==> config.mk <==
export PLATFORM = sky130hd
export DESIGN_NAME = tt_extractor
export DESIGN_NICKNAME = d
export VERILOG_FILES = /design/src/rtl/tt_extractor.sv
export SDC_FILE = /design/constraint.sdc
export NUM_CORES = 1
export LEC_CHECK = 0
export CAP_MARGIN = 20
export CORE_MARGIN = 2
export CORE_UTILIZATION = 40
export CTS_CLUSTER_DIAMETER = 50
export DETAILED_ROUTE_END_ITERATION = 7
export MAX_ROUTING_LAYER = met4
export PLACE_DENSITY = 0.65
export SLEW_MARGIN = 20
export SYNTH_ARGS = -nofsm -noshare
export SYNTH_HDL_FRONTEND = slang
export SYNTH_SLANG_ARGS = --single-unit
==> constraint.sdc <==
create_clock -name clk -period 4 [get_ports clk]
set_input_delay 1 -clock clk [delete_from_list [all_inputs] [get_ports clk]]
set_output_delay 1 -clock clk [all_outputs]
set_load 0.02 [all_outputs]
==> src/rtl/tt_extractor.sv <==
// tt_extractor: sweeps every minterm of an NIN-input function, samples f and returns the truth table.
// Optional macro TT_POPCOUNT_EN adds the ones output (count of minterms with f = 1).
module tt_extractor #(
  parameter int NIN    = 7,
  parameter int SETTLE = 0
) (
  input  logic              clk,
  input  logic              rst,
  input  logic              start,
  output logic              busy,
  output logic [NIN-1:0]    x,
  input  logic              f,
  output logic [2**NIN-1:0] tt,
  output logic              tt_valid,
  input  logic              tt_ready
`ifdef TT_POPCOUNT_EN
  ,
  output logic [NIN:0]      ones
`endif
);

  localparam int TTW = 1 << NIN;
  localparam logic [NIN-1:0] X_LAST = NIN'(TTW - 1);
  localparam logic [3:0] SETTLE_CNT = 4'(SETTLE);

  typedef enum logic [1:0] {IDLE, SWEEP, DONE} state_t;

  state_t         state_reg, state_next;
  logic [NIN-1:0] x_reg, x_next;
  logic [3:0]     cnt_reg, cnt_next;
  logic [TTW-1:0] tt_reg, tt_next;
`ifdef TT_POPCOUNT_EN
  logic [NIN:0]   ones_reg, ones_next;
`endif

  always_ff @(posedge clk) begin
    if (rst) begin
      state_reg <= IDLE;
      x_reg     <= '0;
      cnt_reg   <= '0;
      tt_reg    <= '0;
`ifdef TT_POPCOUNT_EN
      ones_reg  <= '0;
`endif
    end else begin
      state_reg <= state_next;
      x_reg     <= x_next;
      cnt_reg   <= cnt_next;
      tt_reg    <= tt_next;
`ifdef TT_POPCOUNT_EN
      ones_reg  <= ones_next;
`endif
    end
  end

  always_comb begin
    state_next = state_reg;
    x_next     = x_reg;
    cnt_next   = cnt_reg;
    tt_next    = tt_reg;
`ifdef TT_POPCOUNT_EN
    ones_next  = ones_reg;
`endif
    case (state_reg)
      IDLE: begin
        if (start) begin
          state_next = SWEEP;
          x_next     = '0;
          cnt_next   = SETTLE_CNT;
          tt_next    = '0;
`ifdef TT_POPCOUNT_EN
          ones_next  = '0;
`endif
        end
      end
      SWEEP: begin
        if (cnt_reg != 4'd0) begin
          cnt_next = cnt_reg - 4'd1;
        end else begin
          // last edge of this minterm's window: capture and advance
          tt_next[x_reg] = f;
`ifdef TT_POPCOUNT_EN
          ones_next = ones_reg + (NIN+1)'(f);
`endif
          cnt_next = SETTLE_CNT;
          if (x_reg == X_LAST) begin
            state_next = DONE;
            x_next     = '0;
          end else begin
            x_next = x_reg + NIN'(1);
          end
        end
      end
      DONE: begin
        if (tt_ready) state_next = IDLE;
      end
      default: state_next = IDLE;
    endcase
  end

  assign busy     = (state_reg != IDLE);
  assign tt_valid = (state_reg == DONE);
  assign x        = x_reg;
  assign tt       = tt_reg;
`ifdef TT_POPCOUNT_EN
  assign ones     = ones_reg;
`endif

endmodule

==> reports/qor.csv <==
metric,value,unit
grt_usage,0.243,
switchingPower,1.13,mW
synth_nets,748,
grt_pass1_vias,6007,
synth-warning-count,0,
syn_area,0.00661,mm2
yosysSeqAreaShare,0.427,
cp.arrival,2.16,ns
placed_cell_area,0.00806,mm2
crit_chain,clkdlybuf4s50_1,
pre_cts_ws,0.899,ns
p_sw_frac,0.300,
synth_top_family_by_area,compound AO/OA/AOI/OAI gates,
io_buffers,141,
drc_errors,0,
path_class,register to output port,
synth.area.mux_share,0.0424,
setup_viol,0,
fin_cells,1071,
reg2reg_from,x[5],
yosys.area_share.simple,0.177,
synth_top_cell_area_share,0.427,
final-max-slew-violation-count,0,
clk_path_buf_depth,2,
via_per_inst,5.89,
combPwrFrac,0.163,
nets,850,
postCtsSetupRepairBufs,0,
timing.final.crit_share,0.790,
hp-class,register to register,
post-place-cells,1039,
hp-start,tt[29],
yosys.area.top_type,dfxtp_1,
grt_start_max_net_pins,74,
synth-main-ff-cell,dfxtp_1,
critPathLaunchType,register,
p_clk_frac,0.449,
fin_util,0.543,
postCtsResizedCells,0,
rrSetupSlack,1.51,ns
slowest_delay,0.94,ns
drt_iter0_drc,555,
numClockSinks,141,
tightest_slew,0.955,ns
drv_cap,0,
cts_tree,yes,
wl,21200,um
reg2reg_depth,4,
hold_violations,0,
synthDistinctLibCells,54,
grt_pass1_wl,33200,um
wl_per_cell,19.8,um
gr-total-overflow,0,
intPower,2.64,mW
crit_slowest_cell,dfxtp_1,
drtAntennaViolNets,0,
max-vdd-ir-drop,0.340,mV
core,0.0160,mm2
detailed_place_hpwl,13900,um
rsz0062_at_grt,false,
synth_compound_area_frac,0.277,
synth_edf_count,0,
min_period,3.16,ns
cts_buffers,17,
setup_ws,0.840,ns
die_area,0.0176,mm2
async_reset_ff_frac,0,
outcome,completed,
cts_max_level,4,
largest_reg_flops,128,
critPathCaptureType,output port,
holdBufCountCts,0,
clkTransAtPathRegs,0.06,ns
syn_avg_cell_area,8.93,um2
grt_antenna_before_repair,0,
r2r-end,x[0],
io_pins,142,
insertion_delay,0.42,ns
drt_first_pass_iters,5,
critPathRequiredTime,3.00,ns
initial_core_util,0.413,
synth_xor_area_frac,0.00663,
final_cell_area,0.00869,mm2
layout-drive-gt1-share,0.109,
crit_path_max_fanout,28,
total_leakage_power,2.59,nW
area_delta_synth_final,31.6,%
whs,0.473,ns
p_per_area,434,mW/mm2
crit_family,flip-flops,
gp_congestion,0.860,
vias,6311,
ys_ff_latch,141,
p_seq_frac,0.388,
hold-path-endpoint,tt[29],
worstHoldPathCells,2,
synthesis.instances,740,
max_freq,316,MHz
synthAdderAreaFrac,0.00568,
die_y,133,um
crit_buf_inv,1,
power.total,3.78,mW
relSlewSlack,0.363,
fp.dieW,133,um
row_count,46,
tns,0,ns
fin_skew,0.00632,ns
antenna_cells,0,
root_buffer,clkbuf_16,
yosys-top-cells-area,"dfxtp_1 (43%), a21oi_1 (7.3%), o21ai_0 (7.2%)",
[worst max-delay path by stage]
stage,start,to,depth (start not counted),slack [ns]
2_1_floorplan,rst,tt[40],6,1.77
3_3_place_gp,rst,tt[107],5,0.98
3_5_place_dp,rst,tt[59],5,0.90
4_1_cts,x[5],x[5],1,0.85
5_1_grt,x[5],x[5],1,0.79
6_report,x[5],x[5],1,0.84
[placed cells by master, fill, tap and decap left out, types with 15 or more instances in the layout]
master / synthesis / routed
dfxtp_1: 141 / 141
clkdlybuf4s50_1: 0 / 140
a21oi_1: 96 / 96
o21ai_0: 95 / 95
nand3_1: 86 / 86
nor2_1: 49 / 49
mux2i_1: 28 / 28
o211ai_1: 20 / 20
buf_4: 8 / 19
clkbuf_16: 0 / 17
a211oi_2: 15 / 15
[power by group through the flow]
stage	logic, mW	clock network [mW]	registers, mW
2_1_floorplan	0.520	0	1.47
3_3_place_gp	0.587	0	1.49
3_5_place_dp	0.607	0	1.50
4_1_cts	0.610	1.71	1.46
5_1_grt	0.659	1.76	1.47
6_report	0.615	1.69	1.47
[layout make-up]
class	count	area (um2)
Timing Repair Buffer	160	1560
Sequential cell	141	2820
Multi-Input combinational cell	517	3380
Clock inverter	13	188
Inverter	5	18.8
Fill cell	1461	7310
Tap cell	216	270
Clock buffer	19	443
[cells in the mapped netlist (all sizes together), types with 3 or more instances]
library cell    n
a2111oi        14
or2             4
o21ai          95
dfxtp         141
nand3          86
nand4b          3
nor3           10
inv             5
a31oi           6
nand2b         13
nand2          13
clkbuf         35
a211oi         23
ha              3
nor3b           4
o31ai           5
xnor2           4
nor2b           6
mux2i          28
nand4bb         6
buf            42
a21oi          96
or4b            4
nor2           49
o211ai         20
[routing by layer]
layer  up-vias  track usage  wire [um]
met5         -            -          0
met4         0       0.0836        400
met3        36       0.0464       1470
met2       301        0.384      10100
met1      3043        0.312       9240
li1       2931            -          -
[worst min-delay path, cell delays in order (launching register included)]
cell	delay (ns)
dfxtp_1	0.31
o21ai_0	0.06
a21oi_1	0.06
[kinds of logic (layout without fill, tap and decap cells)]
group / Yosys count / in the layout
multiplexers: 28 / 28
AND/OR/NAND/NOR: 212 / 212
AO/OA/AOI/OAI: 269 / 269
flip-flops: 141 / 141
adder cells (fa/ha/maj): 3 / 3
XOR/XNOR: 5 / 5
buffers and inverters: 82 / 197
Power figures use the tool's default switching activity.
